File: src/rtl/uart_rx_async.sv
// rtl/uart_rx_async.sv - asynchronous UART receiver with 16x oversampling
//
// Purpose:
//   Recovers start, data (7 or 8 bits, LSB first), optional parity and stop
//   bits from an asynchronous serial line. Each bit is decided by a 2-of-3
//   majority of the synchronized line taken at sample counts 7, 8 and 9 of a
//   16-count bit period. A completed byte is either parked in a holding
//   register (RX_FIFO=0) or pushed out through an active-low write strobe
//   (RX_FIFO=1).
//
// Parameters:
//   RX_FIFO        0 = holding register with rx_rdy/overflow handshake
//                  1 = byte written to an external FIFO via fifo_write_rx
//
// Ports:
//   clk            system clock
//   reset_n        asynchronous active-low reset
//   baud_clock     one-clk enable at 16x the baud rate
//   rx             serial input, asynchronous, idle high
//   bit8           1 = 8 data bits, 0 = 7 data bits
//   parity_en      parity bit expected after the data bits
//   odd_n_even     1 = odd parity, 0 = even parity
//   read_rx_byte   one-clk pulse: host consumed rx_byte (clears rx_rdy, overflow)
//   clear_parity   one-clk pulse: clears parity_err
//   clear_framing  one-clk pulse: clears framing_err
//   fifo_full      external receive FIFO is full (RX_FIFO=1)
//   rx_byte        received data; bit7 is 0 in 7-bit mode
//   rx_rdy         byte available (RX_FIFO=0), constant 0 otherwise
//   parity_err     sticky parity error
//   framing_err    sticky framing error (stop bit sampled low)
//   overflow       sticky: byte completed while rx_rdy=1 or fifo_full=1
//   fifo_write_rx  active-low one-clk FIFO write strobe (RX_FIFO=1)

module uart_rx_async #(
  parameter bit RX_FIFO = 1'b0
) (
  input  logic       clk,
  input  logic       reset_n,
  input  logic       baud_clock,
  input  logic       rx,
  input  logic       bit8,
  input  logic       parity_en,
  input  logic       odd_n_even,
  input  logic       read_rx_byte,
  input  logic       clear_parity,
  input  logic       clear_framing,
  input  logic       fifo_full,
  output logic [7:0] rx_byte,
  output logic       rx_rdy,
  output logic       parity_err,
  output logic       framing_err,
  output logic       overflow,
  output logic       fifo_write_rx
);

  typedef enum logic [2:0] {
    RX_IDLE    = 3'd0,
    START_BIT  = 3'd1,
    DATA_BITS  = 3'd2,
    PARITY_BIT = 3'd3,
    STOP_BIT   = 3'd4
  } state_e;

  // Line synchronizer
  logic       rx_meta_q;
  logic       rx_s_q;

  // Frame recovery
  state_e     state_q, state_d;
  logic [3:0] cnt_q, cnt_d;
  logic [2:0] bit_idx_q, bit_idx_d;
  logic [1:0] smp_q, smp_d;
  logic [7:0] shift_q, shift_d;
  logic       par_q, par_d;
  logic       perr_arm_q, perr_arm_d;

  // Host-visible results
  logic [7:0] rx_byte_q, rx_byte_d;
  logic       rx_rdy_q, rx_rdy_d;
  logic       parity_err_q, parity_err_d;
  logic       framing_err_q, framing_err_d;
  logic       overflow_q, overflow_d;
  logic       fifo_wr_n_q, fifo_wr_n_d;

  logic       bit_maj;
  logic       frame_done;
  logic [2:0] last_idx;
  logic [7:0] new_byte;

  // smp_q holds the samples from counts 7 and 8; rx_s_q is the count-9 sample
  // at the moment the decision is taken.
  assign bit_maj = (smp_q[0] & smp_q[1]) | (smp_q[0] & rx_s_q) | (smp_q[1] & rx_s_q);

  assign last_idx = bit8 ? 3'd7 : 3'd6;

  // Bits enter at the MSB and move toward the LSB, so after only 7 shifts
  // the data sits in [7:1].
  assign new_byte = bit8 ? shift_q : {1'b0, shift_q[7:1]};

  always_comb begin
    state_d    = state_q;
    cnt_d      = cnt_q;
    bit_idx_d  = bit_idx_q;
    smp_d      = smp_q;
    shift_d    = shift_q;
    par_d      = par_q;
    perr_arm_d = perr_arm_q;
    frame_done = 1'b0;

    if (baud_clock) begin
      if (state_q != RX_IDLE) begin
        cnt_d = cnt_q + 4'd1;
        if (cnt_q == 4'd7) smp_d[0] = rx_s_q;
        if (cnt_q == 4'd8) smp_d[1] = rx_s_q;
      end

      case (state_q)
        RX_IDLE: begin
          if (!rx_s_q) begin
            state_d    = START_BIT;
            cnt_d      = 4'd0;
            bit_idx_d  = 3'd0;
            shift_d    = 8'h00;
            par_d      = 1'b0;
            perr_arm_d = 1'b0;
          end
        end

        START_BIT: begin
          if (cnt_q == 4'd9 && bit_maj) begin
            // Start bit did not hold low through its centre: a glitch.
            state_d = RX_IDLE;
            cnt_d   = 4'd0;
          end else if (cnt_q == 4'd15) begin
            state_d = DATA_BITS;
          end
        end

        DATA_BITS: begin
          if (cnt_q == 4'd9) begin
            shift_d = {bit_maj, shift_q[7:1]};
            par_d   = par_q ^ bit_maj;
          end
          if (cnt_q == 4'd15) begin
            if (bit_idx_q == last_idx) begin
              state_d = parity_en ? PARITY_BIT : STOP_BIT;
            end else begin
              bit_idx_d = bit_idx_q + 3'd1;
            end
          end
        end

        PARITY_BIT: begin
          if (cnt_q == 4'd9 && (bit_maj != (par_q ^ odd_n_even))) begin
            perr_arm_d = 1'b1;
          end
          if (cnt_q == 4'd15) begin
            state_d = STOP_BIT;
          end
        end

        STOP_BIT: begin
          // Leave at the stop centre rather than its end so that a start
          // edge arriving half a bit later is still seen from idle.
          if (cnt_q == 4'd9) begin
            frame_done = 1'b1;
            state_d    = RX_IDLE;
            cnt_d      = 4'd0;
          end
        end

        default: begin
          state_d = RX_IDLE;
          cnt_d   = 4'd0;
        end
      endcase
    end
  end

  always_comb begin
    rx_byte_d     = rx_byte_q;
    rx_rdy_d      = rx_rdy_q;
    parity_err_d  = parity_err_q;
    framing_err_d = framing_err_q;
    overflow_d    = overflow_q;
    fifo_wr_n_d   = 1'b1;

    // Clears first so that a same-cycle set below takes priority.
    if (read_rx_byte) begin
      rx_rdy_d   = 1'b0;
      overflow_d = 1'b0;
    end
    if (clear_parity)  parity_err_d  = 1'b0;
    if (clear_framing) framing_err_d = 1'b0;

    if (frame_done) begin
      if (!bit_maj)   framing_err_d = 1'b1;
      if (perr_arm_q) parity_err_d  = 1'b1;

      if (RX_FIFO) begin
        rx_byte_d = new_byte;
        if (fifo_full) begin
          overflow_d = 1'b1;
        end else begin
          fifo_wr_n_d = 1'b0;
        end
      end else begin
        // A read in the completion cycle frees the holding register first.
        if (rx_rdy_q && !read_rx_byte) begin
          overflow_d = 1'b1;
        end else begin
          rx_byte_d = new_byte;
          rx_rdy_d  = 1'b1;
        end
      end
    end
  end

  always_ff @(posedge clk or negedge reset_n) begin
    if (!reset_n) begin
      rx_meta_q     <= 1'b1;
      rx_s_q        <= 1'b1;
      state_q       <= RX_IDLE;
      cnt_q         <= 4'd0;
      bit_idx_q     <= 3'd0;
      smp_q         <= 2'b11;
      shift_q       <= 8'h00;
      par_q         <= 1'b0;
      perr_arm_q    <= 1'b0;
      rx_byte_q     <= 8'h00;
      rx_rdy_q      <= 1'b0;
      parity_err_q  <= 1'b0;
      framing_err_q <= 1'b0;
      overflow_q    <= 1'b0;
      fifo_wr_n_q   <= 1'b1;
    end else begin
      rx_meta_q     <= rx;
      rx_s_q        <= rx_meta_q;
      state_q       <= state_d;
      cnt_q         <= cnt_d;
      bit_idx_q     <= bit_idx_d;
      smp_q         <= smp_d;
      shift_q       <= shift_d;
      par_q         <= par_d;
      perr_arm_q    <= perr_arm_d;
      rx_byte_q     <= rx_byte_d;
      rx_rdy_q      <= rx_rdy_d;
      parity_err_q  <= parity_err_d;
      framing_err_q <= framing_err_d;
      overflow_q    <= overflow_d;
      fifo_wr_n_q   <= fifo_wr_n_d;
    end
  end

  assign rx_byte       = rx_byte_q;
  assign rx_rdy        = rx_rdy_q;
  assign parity_err    = parity_err_q;
  assign framing_err   = framing_err_q;
  assign overflow      = overflow_q;
  assign fifo_write_rx = fifo_wr_n_q;

endmodule
File: config.mk
export PLATFORM = sky130hd
export DESIGN_NAME = uart_rx_async
export DESIGN_NICKNAME = d
export VERILOG_FILES = /design/src/rtl/uart_rx_async.sv
export SDC_FILE = /design/constraint.sdc
export NUM_CORES = 1
export LEC_CHECK = 0
export ABC_AREA = 1
export CAP_MARGIN = 20
export CORE_MARGIN = 2
export CORE_UTILIZATION = 57
export CTS_BUF_LIST = sky130_fd_sc_hd__clkbuf_4 sky130_fd_sc_hd__clkbuf_8
export DETAILED_ROUTE_END_ITERATION = 10
export PLACE_DENSITY = 0.81
export SKIP_LAST_GASP = 1
export SLEW_MARGIN = 20
export SYNTH_ARGS = -nofsm -noshare
export SYNTH_HDL_FRONTEND = slang
export SYNTH_SLANG_ARGS = --single-unit
File: constraint.sdc
create_clock -name clk -period 2.03 [get_ports clk]
set_input_delay 0.406 -clock clk [delete_from_list [all_inputs] [get_ports clk]]
set_output_delay 0.406 -clock clk [all_outputs]
set_load 0.02 [all_outputs]
Yosys cells after proc, flatten, opt, wreduce, memory -nomap -nowiden. Index checks and enable logic that the tools add are counted.

Flip-flop bits (word level): 36. Input port bits: 11. Output and inout bits: 13. Word-level logic and storage cells: 103.

$add $sub $neg: 2. Equality and inequality tests: 19. Multiplexer cells: 43. Bitwise gates (word level): 8. Reductions and logical operators: 16.

Operators with widths (count): two-way mux 3 bit (11); two-way mux 8 bit (3); two-way mux 1 bit (19); two-way mux 4 bit (4); inequality test 2 bit (second input constant) (8); case mux 4 bit (4 select lines) (1); case mux 8 bit (2 select lines) (1); case mux 3 bit (5 select lines) (1); equality test 4 bit (second input constant) (3); AND reduction 4 bit (2); AND reduction 7 bit (1); equality test 3 x 2 -> 1 bit (second input constant) (2); case mux 3 bit (2 select lines) (1); AND reduction 3 bit (2); AND reduction 5 bit (1); adder 4 x 1 -> 4 bit (second input constant) (1); equality test 4 x 3 -> 1 bit (second input constant) (1); case mux 1 bit (2 select lines) (2); nonzero test 2 bit (2); adder 3 x 1 -> 3 bit (second input constant) (1); AND 1 bit (3); equality test 3 x 1 -> 1 bit (second input constant) (1); equality test 3 bit (1); equality test 3 bit (second input constant) (1); 11 further kinds (15).

Logic depth before layout (Yosys ltp). Gate-level depths: netlist of run 1.

Depth after elaboration: 7. Depth in mapped cells: 11. Depth with buffers taken out: 11.

Worst setup path before layout of run 1. OpenSTA, ideal clock, no wires.

Path kind: register to register. Start point: register cnt_q[1]. End point: register rx_byte_q[2] (netlist: rx_byte[2]). Setup time: 0.073 ns. Arrival time: 1.387 ns. Required time: 1.957 ns. Slack: 0.570 ns. Cell stages (with the launch flop): 10. Path buffers: 1. Clock period less this slack: 1.460 ns. Cell sequence: dfrtp_1 > inv_1 > ha_1 > nand3_2 > clkinv_2 > nand3_4 > a21oi_4 > buf_6 > nor2_2 > a21oi_2.

Longest elaborated chain between the ends: 5.

Ends and longest elaborated chain: from (decl) (line 70) `logic [3:0] cnt_q, cnt_d;`; from (signal assigned) (line 240) `cnt_q <= cnt_d;`; equality test 4 bit (line 165) `if (cnt_q == 4'd9) begin`; two-way mux 1 bit (line 165); two-way mux 1 bit (line 117) `case (state_q)`; two-way mux 1 bit (line 110) `if (baud_clock) begin`; AND reduction 2 bit (no line); to (signal assigned) (line 246) `rx_byte_q <= rx_byte_d;`; to (decl) (line 78) `logic [7:0] rx_byte_q, rx_byte_d;`.

No other way between the ends. A chain may end at the register's enable or synchronous reset.

Worst setup path in the final report of run 1.
Start point: register rx_rdy_q (netlist: rx_rdy). End point: output rx_rdy.

RTL lines: from (decl) (line 79) `logic rx_rdy_q, rx_rdy_d;`; from (signal assigned) (line 247) `rx_rdy_q <= rx_rdy_d;`; to (decl) (line 49) `output logic rx_rdy,`.

No word-level cell between the ends.

==> results of run 1 <==
-- area by class of cell --
cell class                 instances  area (um2)
fill                             288        1030
multi-input combinational        181         923
sequential                        36         906
timing repair buffer              25         240
inverter                          34         129
tap                               46        57.6
clock buffer                       6        45.0
clock inverter                     2        35.0
-- synthesized netlist by cell type --
master     n  share of area, %
a21oi_1   10               2.5
a21oi_2    2              0.88
a21oi_4    2               1.6
buf_2      2              0.50
buf_4      1              0.38
buf_6      2               1.1
clkbuf_1   1              0.19
clkinv_2   1              0.25
conb_1     1              0.19
dfrtp_1   32                40
dfstp_2    4               5.2
ha_1       4               2.5
inv_1     29               5.4
inv_2      4              0.75
nand2_1   84                16
nand2_2    3              0.94
nand2_4    1              0.56
nand3_1   12               3.0
nand3_2    3               1.5
nand3_4    1              0.88
nand4_1    2              0.62
nor2_1    17               3.2
nor2_2     7               2.2
nor2_4     1              0.56
nor3_1     1              0.25
o21ai_0   13               3.2
o21ai_1    3              0.75
o22ai_1    8               2.5
or2_2      1              0.31
xnor2_1    2              0.88
xor2_1     3               1.3
-- sequential cells by signal (all words and copies together) (netlist names), 2 cells and up --
name       cells
smp_q          2
shift_q        8
cnt_q          4
rx_byte        8
state_q        3
bit_idx_q      3
-- power groups by stage --
| stage | clock network [mW] | logic [mW] | registers (mW) |
|---|---|---|---|
| floorplan | 0 | 0.675 | 0.922 |
| global placement | 0 | 0.817 | 0.937 |
| detailed placement | 0 | 0.839 | 0.941 |
| CTS | 0.510 | 0.847 | 0.929 |
| global route | 0.555 | 0.984 | 0.947 |
| finish | 0.496 | 0.843 | 0.929 |
-- metrics by stage --
stage                     utilization (%)  total power, mW  std cells  hold WS (ps)  setup slack, ps
after floorplan                         -             1.60        257           110              570
final                                69.5             2.27        330           363              251
after CTS                            69.5             2.29        330           365              234
after global routing                 69.5             2.49        330           369              166
after global placement               67.1             1.75        322           345              193
after detailed placement             67.1             1.78        322           351              116
-- path summary, 6_finish.rpt --
kind | startpoint | end | cells past startpoint
min in group asynchronous | reset_n | rx_byte[2] | 2
max in group asynchronous | reset_n | smp_q[0] | 2
max | rx_rdy | rx_rdy | 1
min | rx_meta_q | rx_s_q | 0
min reg2reg | rx_meta_q | rx_s_q | 0
max reg2reg | cnt_q[1] | rx_byte[5] | 8
-- metal layers --
metal,share of wire [%],routed length [um],global-route usage (%)
met5,0,0,0
met4,1.4,51,7.34
met3,3.4,124,4.46
met2,49,1800,36.0
met1,46,1680,27.0
-- cell families (layout without fill, tap and decap cells) --
family / after synthesis / in the layout
AO/OA/AOI/OAI: 38 / 38
XOR/XNOR: 5 / 5
adder cells (fa/ha/maj): 4 / 4
buffers and inverters: 40 / 67
flip-flops: 36 / 36
other: 1 / 1
AND/OR/NAND/NOR: 133 / 133
==> impl_metrics.ini, run 1 <==
[global_route]
antenna_found_initial = 0
grt_first_pass_wirelength_mm = 6.78
grt_pass1_vias = 1578
grt_util_all_layers_pct = 21.3
grt_remaining_overflow = 0
grt_max_degree = 37

[worst_setup_path]
crit_fanout = 3
path_cells = clkdlybuf4s50_1
path_delay_family = buffers and inverters
cp.arrival_ps = 1370
cpMaxStageDelayCell = clkdlybuf4s50_1
crit_type = reg2out
r2r_slack_ps = 280
startpoint_type = flop
cp-end-kind = output pin
crit_buf_inv = 1
crit_path_max_incr_delay_ps = 620
critPathRequiredTime_ps = 1620

[synth]
synth_cell_types = 31
avgSynthCellArea_um2 = 7.79
synthCells = 257
synth_xor_xnor_area_share_pct = 2.19
synth-compound-area-share_pct = 11.5
synth_top_family_by_area = simple AND/OR/NAND/NOR gates
synthAdderAreaFrac_pct = 2.50
syn_nets = 272
synth.ff_latch_count = 36
yosys.area_share.simple_pct = 29.7
synthMuxAreaShare_pct = 0
syn-cell-area_mm2 = 0.00200
ys_seq_area_share_pct = 45.2
yosysWarningCount = 0

[clock_tree]
h-tree-depth = 2
cts-resized-gates = 0
cts.clk_slew.worst_paths_ps = 100
clk_latency_ps = 330
cts_root_buf = clkbuf_4
tritoncts = done
clockBufferDepth = 2
cts_hold_buf = 0
cts_setup_buffers = 0
clock-sinks = 36
cts_buffers = 5

[floorplan]
rows = 21
core_mm2 = 0.00336
die_h_um = 63.3
design.die.area_mm2 = 0.00400
fp.dieW_um = 63.3
initial_core_util_pct = 59.5
ios = 24

[route]
drt-initial-drc-count = 59
routedWlPerCell_um = 11.1
antenna_left = 0
routed_via_density = 5.00
firstDrtPassIters = 4
routed_wl_mm = 3.66
drc = 0
vias = 1649

[power]
internal-power_mw = 1.38
p_sw_share_pct = 39.0
power.leakage_nw = 1.17
ir_drop_uv = 637
clkPwrFrac_pct = 21.9
switchingPower_mw = 0.885
p_seq_share_pct = 40.9
power_frac_comb_pct = 37.2
p_per_area_mw_per_mm2 = 971

[outcome]
status = completed

[sta]
post-route-period-util_pct = 87.7
rsz0062_at_grt = no
fmax_ghz = 0.562
final-hold-violation-count = 0
setup_viol_count_final = 0
fin_crit_ps = 1780
maxSlewViolCount = 0
fin_skew_ps = 10.4
tns_ps = 0

[worst_hold_path]
hold_class = reg2reg

[placed_design]
placed_area_mm2 = 0.00226
place_congestion = 0.854
io_buffers = 21
place_hpwl_mm = 2.76

[run]
cap_viol_max_count = 0

[cells_and_area]
fin_nets = 298
diodes = 0
fin_area_mm2 = 0.00234
mostFrequentLayoutCell = nand2_1
layout_common_cells = nand2_1 (84), dfrtp_1 (32), inv_1 (29), clkdlybuf4s50_1 (21), nor2_1 (17)
drive_above_1_share_pct = 14.8
syn_to_final_growth_pct = 16.7
No activity file was read; power rests on OpenSTA's default activity.
==> run 2, diff against run 1 <==
RECOVER_POWER = 50   (was not set)
==> run 2 against run 1 <==
Effect of this change:
- power is 0.32% lower
- critical endpoint unchanged
- combinational power is 0.7% lower
- clock-buffer cell count stayed put
- critical path depth stayed put
- critical path type unchanged
- highest routed layer unchanged
- die area stayed put
- first-iteration DRC count is 1.7% higher
==> impl_metrics.ini, run 2 (same netlist as run 1, synthesis figures left out) <==
[worst_setup_path]
cpMaxStageDelayCell = clkdlybuf4s50_1
cp-startpoint = rx_rdy
critPathRequiredTime_ps = 1620
crit_buf_inv = 1
crit_type = reg2out
cp-end-kind = output pin
cp.arrival_ps = 1370
crit_path_max_incr_delay_ps = 620
path_delay_family = buffers and inverters
startpoint_type = flop
r2r_start = cnt_q[1]
path_cells = clkdlybuf4s50_1
crit_fanout = 3

[route]
antenna_left = 0
routed_via_density = 4.99
routed_wl_mm = 3.66
routedWlPerCell_um = 11.1
vias = 1647
drc = 0
firstDrtPassIters = 4
drt-initial-drc-count = 60

[sta]
maxSlewViolCount = 0
setup_viol_count_final = 0
post-route-period-util_pct = 87.6
worst_pin_slew_ps = 840
relSlewSlack_pct = 44.0
fin_skew_ps = 10.8
rsz0062_at_grt = no
fin_crit_ps = 1780
tns_ps = 0
final-hold-violation-count = 0
fmax_ghz = 0.562

[clock_tree]
cts_buffers = 5
clk_latency_ps = 330
cts-resized-gates = 0
cts.clk_slew.worst_paths_ps = 100
clock-sinks = 36
h-tree-depth = 2
cts_hold_buf = 0
tritoncts = done
clockBufferDepth = 2
cts_setup_buffers = 0
cts_root_buf = clkbuf_4

[floorplan]
ios = 24
initial_core_util_pct = 59.5
die_h_um = 63.3
design.die.area_mm2 = 0.00400
fp.dieW_um = 63.3
core_mm2 = 0.00336
rows = 21

[outcome]
status = completed

[placed_design]
dpl.cell_count = 322
io_buffers = 21
place_hpwl_mm = 2.76
place_congestion = 0.854
placed_area_mm2 = 0.00226

[cells_and_area]
fin_nets = 298
diodes = 0
drive_above_1_share_pct = 14.4
layout_common_cells = nand2_1 (84), dfrtp_1 (32), inv_1 (29), clkdlybuf4s50_1 (19), nor2_1 (17)
syn_to_final_growth_pct = 16.3
mostFrequentLayoutCell = nand2_1
fin_util_pct = 69.2
fin_cells = 330
fin_area_mm2 = 0.00233

[global_route]
grt_util_all_layers_pct = 21.3
grt_max_degree = 37
grt_pass1_vias = 1578
grt_remaining_overflow = 0
antenna_found_initial = 0
grt_first_pass_wirelength_mm = 6.78

[power]
p_per_area_mw_per_mm2 = 971
ir_drop_uv = 630
power.leakage_nw = 1.17

[worst_hold_path]
hold_class = reg2reg
min_from = rx_meta_q

[run]
cap_viol_max_count = 0
## run 2: cell types whose count changed in the layout (fill, tap and decap cells not counted)
| cell | delta |
|---|---|
| nand3_2 | -1 |
| clkbuf_2 | +1 |
| nand3_1 | +1 |
| clkdlybuf4s50_1 | -2 |
| dlygate4sd3_1 | +2 |
| buf_4 | -1 |
## run 2: cell type report
class                      count  area, um2
fill                         289       1030
tap                           46       57.6
timing repair buffer          25        238
clock inverter                 2       35.0
multi-input combinational    181        918
inverter                      34        129
sequential                    36        906
clock buffer                   6       45.0
## run 2: power breakdown
| group | total, mW | switching (mW) | internal (mW) |
|---|---|---|---|
| Clock | 0.495 | 0.224 | 0.271 |
| Sequential | 0.929 | 0.117 | 0.811 |
| Combinational | 0.837 | 0.540 | 0.297 |
| Total | 2.26 | 0.881 | 1.38 |
## run 2: final timing paths
kind / to / slack (ps) / cells after the start
max in group asynchronous: cnt_q[2] / 800 / 2
worst max-delay path: rx_rdy / 250 / 1
worst min register to register: rx_s_q / 360 / 0
worst max register to register: rx_byte[5] / 260 / 8
min in group asynchronous: rx_byte[2] / 690 / 2
worst min-delay path: rx_s_q / 360 / 0
## run 2: per-layer routing
layer	GRT usage, %	routed length (um)
met5	0	0
met1	27.0	1690
met4	7.34	47
met2	36.0	1800
met3	4.46	116
## run 2: through the flow
step                worst slack [ps]  hold WS [ps]  power (mW)
floorplan                        570           110        1.60
global placement                 193           345        1.75
detailed placement               116           351        1.78
CTS                              234           365        2.29
global route                     157           369        2.48
finish                           252           363        2.26
==> run 3, diff against run 2 <==
CAP_MARGIN = 30   (was 20)
SLEW_MARGIN = not set   (was 20)
==> results of run 3 <==
No change in the layout: final DEF, timing and power equal those of run 2.
